===== src/rtl/uart_serial_engine.sv =====
// uart_serial_engine: 8N1 UART with a fractional baud generator, 8-deep
// TX/RX FIFOs and a local reset synchronizer (async assert, sync release).
module uart_serial_engine #(
    parameter int OVERSAMPLE  = 4,
    parameter int FIFO_DEPTH  = 8,
    parameter int SYNC_STAGES = 2
) (
    input  logic       clk,
    input  logic       rst,
    input  logic       rx,
    output logic       tx,
    input  logic [9:0] div_int,
    input  logic [3:0] div_frac,
    input  logic [7:0] tx_byte,
    input  logic       tx_valid,
    output logic       tx_done,
    output logic [7:0] rx_byte,
    output logic       rx_valid,
    input  logic       rxfifo_ren_ext,
    output logic       rx_irq
);
    localparam int AW = $clog2(FIFO_DEPTH);
    localparam int CW = $clog2(OVERSAMPLE);
    localparam logic [CW-1:0] LAST = CW'(OVERSAMPLE - 1);
    localparam logic [CW-1:0] HALF = CW'(OVERSAMPLE / 2 - 1);
    localparam logic [AW:0]   FULL = (AW + 1)'(FIFO_DEPTH);

    typedef enum logic [1:0] {IDLE, START, DATA, STOP} state_e;

    logic [SYNC_STAGES-1:0] rst_sync_q;
    logic                   rst_int;

    always_ff @(posedge clk or posedge rst) begin
        if (rst) rst_sync_q <= '1;
        else     rst_sync_q <= rst_sync_q << 1;
    end

    assign rst_int = rst_sync_q[SYNC_STAGES-1];

    // Baud ticks: period is reloaded from div_int plus the accumulator carry.
    logic [10:0] per_q, cnt_q;
    logic [3:0]  acc_q;
    logic [4:0]  acc_sum;
    logic        tick;

    assign acc_sum = {1'b0, acc_q} + {1'b0, div_frac};
    assign tick    = (per_q != '0) && (cnt_q == per_q - 11'd1);

    always_ff @(posedge clk or posedge rst_int) begin
        if (rst_int) begin
            per_q <= '0;
            cnt_q <= '0;
            acc_q <= '0;
        end else if (per_q == '0) begin
            per_q <= {1'b0, div_int};
            cnt_q <= '0;
        end else if (tick) begin
            cnt_q <= '0;
            acc_q <= acc_sum[3:0];
            per_q <= (div_int == '0) ? '0 : {1'b0, div_int} + {10'd0, acc_sum[4]};
        end else begin
            cnt_q <= cnt_q + 11'd1;
        end
    end

    logic [7:0]    txf_mem [FIFO_DEPTH];
    logic [AW-1:0] txf_wp_q, txf_rp_q;
    logic [AW:0]   txf_cnt_q;
    logic          txf_push, txf_pop;

    state_e        tx_st_q;
    logic          tx_q, tx_done_q, tx_last;
    logic [CW-1:0] tx_tcnt_q;
    logic [2:0]    tx_bit_q;
    logic [7:0]    tx_sh_q;

    assign txf_push = tx_valid && (txf_cnt_q != FULL);
    assign tx_last  = (tx_tcnt_q == LAST);
    assign txf_pop  = tick && (txf_cnt_q != '0) &&
                      (tx_st_q == IDLE || (tx_st_q == STOP && tx_last));

    always_ff @(posedge clk) begin
        if (txf_push) txf_mem[txf_wp_q] <= tx_byte;
    end

    always_ff @(posedge clk or posedge rst_int) begin
        if (rst_int) begin
            txf_wp_q  <= '0;
            txf_rp_q  <= '0;
            txf_cnt_q <= '0;
        end else begin
            if (txf_push) txf_wp_q <= txf_wp_q + 1'b1;
            if (txf_pop)  txf_rp_q <= txf_rp_q + 1'b1;
            if (txf_push && !txf_pop)      txf_cnt_q <= txf_cnt_q + 1'b1;
            else if (!txf_push && txf_pop) txf_cnt_q <= txf_cnt_q - 1'b1;
        end
    end

    always_ff @(posedge clk or posedge rst_int) begin
        if (rst_int) begin
            tx_st_q   <= IDLE;
            tx_q      <= 1'b1;
            tx_done_q <= 1'b0;
            tx_tcnt_q <= '0;
            tx_bit_q  <= '0;
            tx_sh_q   <= '0;
        end else begin
            tx_done_q <= 1'b0;
            if (tick) begin
                unique case (tx_st_q)
                    IDLE: begin
                        if (txf_pop) begin
                            tx_sh_q   <= txf_mem[txf_rp_q];
                            tx_q      <= 1'b0;
                            tx_tcnt_q <= '0;
                            tx_st_q   <= START;
                        end
                    end
                    START: begin
                        if (tx_last) begin
                            tx_tcnt_q <= '0;
                            tx_bit_q  <= '0;
                            tx_q      <= tx_sh_q[0];
                            tx_sh_q   <= tx_sh_q >> 1;
                            tx_st_q   <= DATA;
                        end else begin
                            tx_tcnt_q <= tx_tcnt_q + 1'b1;
                        end
                    end
                    DATA: begin
                        if (tx_last) begin
                            tx_tcnt_q <= '0;
                            if (tx_bit_q == 3'd7) begin
                                tx_q    <= 1'b1;
                                tx_st_q <= STOP;
                            end else begin
                                tx_bit_q <= tx_bit_q + 3'd1;
                                tx_q     <= tx_sh_q[0];
                                tx_sh_q  <= tx_sh_q >> 1;
                            end
                        end else begin
                            tx_tcnt_q <= tx_tcnt_q + 1'b1;
                        end
                    end
                    STOP: begin
                        if (tx_last) begin
                            tx_done_q <= 1'b1;
                            tx_tcnt_q <= '0;
                            // Queued data chains straight into the next start bit.
                            if (txf_pop) begin
                                tx_sh_q <= txf_mem[txf_rp_q];
                                tx_q    <= 1'b0;
                                tx_st_q <= START;
                            end else begin
                                tx_st_q <= IDLE;
                            end
                        end else begin
                            tx_tcnt_q <= tx_tcnt_q + 1'b1;
                        end
                    end
                    default: tx_st_q <= IDLE;
                endcase
            end
        end
    end

    assign tx      = tx_q;
    assign tx_done = tx_done_q;

    logic [7:0]    rxf_mem [FIFO_DEPTH];
    logic [AW-1:0] rxf_wp_q, rxf_rp_q;
    logic [AW:0]   rxf_cnt_q;
    logic          rxf_push, rxf_pop;

    state_e        rx_st_q;
    logic          rx_s1_q, rx_s_q, rx_prev_q, rx_valid_q, rx_last;
    logic [CW-1:0] rx_tcnt_q;
    logic [2:0]    rx_bit_q;
    logic [7:0]    rx_sh_q;

    assign rx_last  = (rx_tcnt_q == LAST);
    assign rxf_push = tick && (rx_st_q == STOP) && rx_last && rx_s_q &&
                      (rxf_cnt_q != FULL);
    assign rxf_pop  = rxfifo_ren_ext && (rxf_cnt_q != '0);

    always_ff @(posedge clk) begin
        if (rxf_push) rxf_mem[rxf_wp_q] <= rx_sh_q;
    end

    always_ff @(posedge clk or posedge rst_int) begin
        if (rst_int) begin
            rxf_wp_q  <= '0;
            rxf_rp_q  <= '0;
            rxf_cnt_q <= '0;
        end else begin
            if (rxf_push) rxf_wp_q <= rxf_wp_q + 1'b1;
            if (rxf_pop)  rxf_rp_q <= rxf_rp_q + 1'b1;
            if (rxf_push && !rxf_pop)      rxf_cnt_q <= rxf_cnt_q + 1'b1;
            else if (!rxf_push && rxf_pop) rxf_cnt_q <= rxf_cnt_q - 1'b1;
        end
    end

    always_ff @(posedge clk or posedge rst_int) begin
        if (rst_int) begin
            rx_s1_q    <= 1'b1;
            rx_s_q     <= 1'b1;
            rx_prev_q  <= 1'b1;
            rx_st_q    <= IDLE;
            rx_valid_q <= 1'b0;
            rx_tcnt_q  <= '0;
            rx_bit_q   <= '0;
            rx_sh_q    <= '0;
        end else begin
            rx_s1_q    <= rx;
            rx_s_q     <= rx_s1_q;
            rx_prev_q  <= rx_s_q;
            rx_valid_q <= rxf_push;
            unique case (rx_st_q)
                IDLE: begin
                    if (rx_prev_q && !rx_s_q) begin
                        rx_st_q   <= START;
                        rx_tcnt_q <= '0;
                    end
                end
                START: begin
                    if (tick) begin
                        // Mid start bit: a high line means it was only a glitch.
                        if (rx_tcnt_q == HALF) begin
                            if (rx_s_q) begin
                                rx_st_q <= IDLE;
                            end else begin
                                rx_st_q   <= DATA;
                                rx_tcnt_q <= '0;
                                rx_bit_q  <= '0;
                            end
                        end else begin
                            rx_tcnt_q <= rx_tcnt_q + 1'b1;
                        end
                    end
                end
                DATA: begin
                    if (tick) begin
                        if (rx_last) begin
                            rx_tcnt_q <= '0;
                            rx_sh_q   <= {rx_s_q, rx_sh_q[7:1]};
                            if (rx_bit_q == 3'd7) rx_st_q  <= STOP;
                            else                  rx_bit_q <= rx_bit_q + 3'd1;
                        end else begin
                            rx_tcnt_q <= rx_tcnt_q + 1'b1;
                        end
                    end
                end
                STOP: begin
                    if (tick) begin
                        if (rx_last) begin
                            rx_tcnt_q <= '0;
                            rx_st_q   <= IDLE;
                        end else begin
                            rx_tcnt_q <= rx_tcnt_q + 1'b1;
                        end
                    end
                end
                default: rx_st_q <= IDLE;
            endcase
        end
    end

    assign rx_valid = rx_valid_q;
    assign rx_irq   = (rxf_cnt_q != '0);
    assign rx_byte  = (rxf_cnt_q != '0) ? rxf_mem[rxf_rp_q] : 8'h00;

endmodule


===== config.mk =====
export PLATFORM = sky130hd
export DESIGN_NAME = uart_serial_engine
export DESIGN_NICKNAME = d
export VERILOG_FILES = /design/src/rtl/uart_serial_engine.sv
export SDC_FILE = /design/constraint.sdc
export NUM_CORES = 1
export LEC_CHECK = 0
export ABC_CLOCK_PERIOD_IN_PS = 5700
export CORE_MARGIN = 5
export CORE_UTILIZATION = 55
export CTS_CLUSTER_DIAMETER = 100
export DETAILED_ROUTE_END_ITERATION = 12
export PLACE_DENSITY_LB_ADDON = 0.3
export SLEW_MARGIN = 20
export SYNTH_ARGS = -nofsm -noshare
export SYNTH_HDL_FRONTEND = slang
export SYNTH_SLANG_ARGS = --single-unit

===== constraint.sdc =====
create_clock -name clk -period 5.7 [get_ports clk]
set_input_delay 0.57 -clock clk [delete_from_list [all_inputs] [get_ports clk]]
set_output_delay 0.57 -clock clk [all_outputs]
set_load 0.03 [all_outputs]

# Word-level counts from Yosys, hierarchy flattened
# Memories as Yosys holds them, arrays and structs flattened.
# Cells that the tools add are included.
dict set report totals {
  reg_bits 84
  latchBits 0
  ramBits 128
  rom_bits 0
  inputBits 27
  out_inout_bits 12
  elab_cells 187
  n_memories 2
}
# name depth word_bits rd rd_ports_with_merged_regs write_ports line_no
set mem_list {}
lappend mem_list {rxf_mem 8 8 1 0 1 170} ;# logic [7:0] rxf_mem [FIFO_DEPTH];
lappend mem_list {txf_mem 8 8 1 0 1 66} ;# logic [7:0] txf_mem [FIFO_DEPTH];
dict set report classes {
  n_addsub 16
  n_mul 0
  n_div 0
  magnitude_cmp 0
  eq_ne 32
  shifts 0
  mux 67
  bitwise_logic 1
  n_reduce_logical 45
}
# cell n
set ops {}
lappend ops {{11-bit two-way mux} 5}
lappend ops {{8-bit two-way mux} 6}
lappend ops {{2-bit two-way mux} 22}
lappend ops {{2-bit inequality test, second input constant} 16}
lappend ops {{8-bit case mux with 4 select lines} 1}
lappend ops {{3-bit two-way mux} 9}
lappend ops {{3-bit by 1-bit adder with 3-bit output, second input constant} 6}
lappend ops {{4-bit two-way mux} 4}
lappend ops {{2-bit case mux with 4 select lines} 2}
lappend ops {{1-bit logical AND} 15}
lappend ops {{1-bit two-way mux} 13}
lappend ops {{2-bit == test, second input constant} 6}
lappend ops {{3-bit case mux with 2 select lines} 2}
lappend ops {{10-bit by 1-bit adder with 11-bit output} 1}
lappend ops {{11-bit by 1-bit adder with 11-bit output, second input constant} 1}
lappend ops {{11-bit == test} 1}
lappend ops {{11-bit logical NOT} 1}
lappend ops {{11-bit nonzero test} 1}
lappend ops {{11-bit by 1-bit subtractor with 11-bit output, second input constant} 1}
lappend ops {{10-bit logical NOT} 1}
lappend ops {{5-bit AND reduction} 2}
lappend ops {{2-bit nonzero test} 5}
lappend ops {{4-bit by 1-bit adder with 4-bit output, second input constant} 2}
lappend ops {{4-bit inequality test, second input constant} 2}
lappend ops {{other kinds (23)} 36}

# Longest topological paths before layout
dict set report depth {
  depth_word 11
  ltp_mapped 18
  mapped_depth_nobuf 17
}

# Least setup slack after synthesis
# No wires, ideal clock.
dict set report synth_path {
  kind {reg2reg}
  startpoint {reg per_q[0]}
  endpoint {mem rxf_mem[2][0], enable pin}
  arrival_time_ns 3.794
  slack_ns 1.508
  stages_incl_launch_ff 11
  synth_period_minus_slack_ns 4.192
  path_cell_list {dfrtp_1 clkbuf_1 inv_1 ha_1 nor4b_4 nand3_1 xnor2_1 or2_2 nor4_2 nand2_1 nor4b_1}
}
dict set report synth_between {
  elab_chain_len 9
  elab_cells_between_ends 10
  classes_between {add/sub: 1; eq/ne: 1; mux: 2; reduce/logical: 6}
}
# item line_no
set synth_rtl {}
lappend synth_rtl {{from (decl)} 41} ;# logic [10:0] per_q, cnt_q;
lappend synth_rtl {{from (signal assigned)} 55} ;# per_q <= {1'b0, div_int};
lappend synth_rtl {{from (signal assigned)} 60} ;# per_q <= (div_int == '0) ? '0 : {1'b0, div_int} + {10'd0, acc_sum[4]};
lappend synth_rtl {{11-bit by 1-bit subtractor with 11-bit output} 47} ;# assign tick = (per_q != '0) && (cnt_q == per_q - 11'd1);
lappend synth_rtl {{11-bit == test} 47}
lappend synth_rtl {{1-bit logical AND (*)} 47}
lappend synth_rtl {{1-bit logical AND (*) (4 in series)} 182} ;# assign rxf_push = tick && (rx_st_q == STOP) && rx_last && rx_s_q &&
lappend synth_rtl {{1-bit two-way mux (*)} 187} ;# if (rxf_push) rxf_mem[rxf_wp_q] <= rx_sh_q;
lappend synth_rtl {{1-bit two-way mux (not written as such) (*)} 187}
lappend synth_rtl {{to (decl)} 170}
# Every way passes the cells marked *; elsewhere a longest branch is shown, timed or not.

# Worst setup path in the final report
dict set report layout_path {
  startpoint {reg per_q[0]}
  endpoint {reg txf_cnt_q[3]}
}
dict set report layout_between {
  elab_chain_len 8
  elab_cells_between_ends 11
  classes_between {add/sub: 1; eq/ne: 1; mux: 1; reduce/logical: 8}
}
# item line_no
set layout_rtl {}
lappend layout_rtl {{11-bit by 1-bit subtractor with 11-bit output} 47}
lappend layout_rtl {{11-bit == test} 47}
lappend layout_rtl {{1-bit logical AND (*)} 47}
lappend layout_rtl {{1-bit logical AND (*) (2 in series)} 79} ;# assign txf_pop = tick && (txf_cnt_q != '0) &&
lappend layout_rtl {{1-bit logical NOT} 94} ;# if (txf_push && !txf_pop) txf_cnt_q <= txf_cnt_q + 1'b1;
lappend layout_rtl {{1-bit logical AND} 94}
lappend layout_rtl {{4-bit two-way mux or 2-bit nonzero test (tied branches)} --}
lappend layout_rtl {{to (signal assigned)} 94}
lappend layout_rtl {{to (signal assigned)} 95} ;# else if (!txf_push && txf_pop) txf_cnt_q <= txf_cnt_q - 1'b1;
lappend layout_rtl {{to (decl)} 68} ;# logic [AW:0] txf_cnt_q;
# Marked as above.
# A chain may end at the register's enable or synchronous reset.

==> flow_summary_export.csv <==
group,metric,value,unit
clocking,cts.sink_count,212,
floorplan,pin_count,39,
synthesis,synthTopCellsByCount,"edfxtp_1, dfrtp_1, nand2_1, nor2_1, mux4_2",
timing,setup_viol,0,
finish,syn_to_final_growth,14.6,%
floorplan,die_w,143,µm
timing,skew,14.3,ps
synthesis,syn_avg_cell_area,14.0,µm²
job,drv_cap,0,
global_routing,grt_pass1_wl,31000,µm
status,status,"finished clean",
power_and_ir_drop,cellPowerDensity,319,nW/µm²
critical_path,timing.rr.start,"per_q[0]",
synthesis,syn_inst,700,
critical_path,end_kind,"flip-flop",
critical_path,cp-start-kind,"flip-flop",
critical_path,path_max_fanout,14,
finish,fillers,1243,
global_routing,overflow,0,
drt,firstDrtPassIters,5,
critical_path,arrival,4780,ps
clocking,cts_tree,"done",
critical_path,worstPathRequired,6080,ps
floorplan,rows,48,
clocking,holdBufCountCts,0,
timing,final_hold_viol_count,0,
min_path,min_from,"rst_sync_q[0]",
drt,via_per_inst,5.86,
timing,tightest_slew,813,ps
drt,post-route-drc-count,0,
drt,drtAntennaViolNets,0,
clocking,cts_buffers,23,
finish,drive_gt1_share,17.6,%
power_and_ir_drop,power.total,3.58,mW
critical_path,worstSetupPathType,"flip-flop to flip-flop",
global_routing,grt_pass1_vias,6088,
placed_design,dp_slack,1350,ps
timing,period_share,77.2,%
finish,insertedDiodeCount,0,
synthesis,synth_top_area_share,39.2,%
floorplan,initial_utilization,56.4,%
timing,maxSlewViolCount,0,
clocking,path_clk_slew,60,ps
synthesis,synth_top_area_cell,"edfxtp_1",
synthesis,synth_most_common_cell,"edfxtp_1",
floorplan,core,17400,µm²
clocking,cts-root-buf,"clkbuf_16",
drt,routedWlPerCell,18.6,µm
placed_design,place_hpwl,12400,µm
drt,drt_first_iter_violations,348,
placed_design,place_congestion,0.867,
floorplan,die_y,143,µm
synthesis,synth-seq-cells,212,
synthesis,yosys.cell_types.count,58,
timing,rsz0062_at_grt,"no",
floorplan,die_area,20600,µm²
global_routing,antenna_found_initial,0,
timing,hold_slack,362,ps
clocking,insertion_delay,500,ps
clocking,clk_path_buf_depth,3,
clocking,cts_resized,0,
synthesis,async_flop_share,39.6,%
synthesis,netlist_area,9800,µm²
power_and_ir_drop,ir_drop,0.269,mV
clocking,post_cts_buffers,0,
finish,final_util,64.7,%
synthesis,synth_area_leaders,"edfxtp_1, dfrtp_1, mux4_2",
timing,min_period,4400,ps
synthesis,ys_warn_count,0,
min_path,hp-class,"flip-flop to flip-flop",
global_routing,grt_max_degree,83,
synthesis,synthFlopType,"edfxtp_1",
timing,fmax,0.227,GHz
critical_path,critPathLaunch,"per_q[0]",
drt,vias,5770,
power_and_ir_drop,p_leak,4.39,nW
global_routing,use_met2,33.0,%
finish,fin_nets,804,
global_routing,busiest_layer,"met2",
clocking,h-tree-depth,1,
timing,finalSetupTns,0,ps
timing,max_slew_margin,45.5,%
global_routing,grt_util_all_layers,18.7,%
synthesis,seq_area_frac_synth,60.8,%
global_routing,use_met3,2.66,%
placed_design,numPortBuffers,38,
global_routing,grt_use_met1,24.7,%
timing,fin_ws,1300,ps
synthesis,syn-num-nets,760,
synthesis,synth_edf_count,128,
drt,routed_wirelength,18300,µm
[sequential cells by signal (all words and copies together) (netlist names), 3 cells and up, named ones only]
signal / cells
acc_q: 4
cnt_q: 11
per_q: 11
rx_bit_q: 3
rx_sh_q: 8
rxf_cnt_q: 4
rxf_mem: 64
rxf_rp_q: 3
rxf_wp_q: 3
tx_bit_q: 3
tx_sh_q: 8
txf_cnt_q: 4
txf_mem: 64
txf_rp_q: 3
txf_wp_q: 3
[routing by layer]
layer  up-vias  wire length (µm)
li1       2708                 -
met1      2914              7800
met2       115              9430
met3        33               679
met4         0               426
met5         -                 0
[logic make-up after synthesis]
kind of cell | count (synthesis) | share of synthesized area [%]
flip-flops | 212 | 60.8
AND/OR/NAND/NOR | 198 | 10.4
multiplexers | 81 | 13.0
AO/OA/AOI/OAI | 80 | 5.28
buffers and inverters | 53 | 2.25
XOR/XNOR | 42 | 3.76
adder cells (fa/ha/maj) | 33 | 4.45
other | 1 | 0.0383
[final cells by class]
| cell class | instances | area [µm²] | share of cell area [%] |
|---|---|---|---|
| Clock buffer | 29 | 608 | 5.42 |
| Clock inverter | 12 | 161 | 1.44 |
| Inverter | 21 | 80.1 | 0.713 |
| Multi-Input combinational cell | 435 | 3660 | 32.6 |
| Sequential cell | 212 | 5960 | 53.1 |
| Tap cell | 225 | 282 | 2.51 |
| Timing Repair Buffer | 51 | 482 | 4.29 |
[metrics by stage]
step | area [µm²] | std cells
finish | 11200 | 985
global route | 11200 | 985
CTS | 11200 | 985
detailed placement | 10400 | 944
global placement | 10400 | 944
floorplan | 9800 | 700
[cells in the final DEF, fill, tap and decap left out, types with 7 or more instances in the layout]
cell               n
mux2_2            20
nand3_1           22
dfrtp_1           76
mux2i_1           21
buf_4             12
nor2_1            38
ha_1              30
nand2_1           54
nand4_1            7
mux2_4             8
a21oi_1           11
mux4_2            32
clkbuf_16         23
or3_1              8
inv_1             20
xnor2_1           25
a31oi_1            8
xor2_1            17
nor3_1            19
o31ai_1           10
nor4_1             8
edfxtp_1         128
o21ai_0           23
a21o_1             7
clkdlybuf4s50_1   38
[worst max-delay path: stages (launching register included)]
cell	delay (ps)
dfrtp_1	460
inv_1	90
ha_1	280
nor4b_4	490
nand3_1	240
xnor2_1	200
or2_2	350
nor4_4	400
buf_4	290
nand2_1	130
ha_1	240
inv_1	130
ha_1	260
a21o_1	180
a21oi_1	170
xnor2_1	150
nor2_1	80
xor2_1	150
[path summary, 6_finish.rpt]
path / endpoint / slack [ps] / cells after the start
worst max-delay path: txf_cnt_q[3] / 1300 / 17
worst min-delay path: rst_sync_q[1] / 360 / 0
worst max register to register: txf_cnt_q[3] / 1300 / 17
worst min register to register: rst_sync_q[1] / 360 / 0
max in group asynchronous: txf_rp_q[0] / 4680 / 2
min in group asynchronous: rst_sync_q[1] / 400 / 2
[report_power, final]
group	switching [mW]	internal, mW
registers	0.0691	1.73
logic	0.153	0.126
clock network	0.570	0.935
total	0.792	2.79
Power figures use the tool's default switching activity.
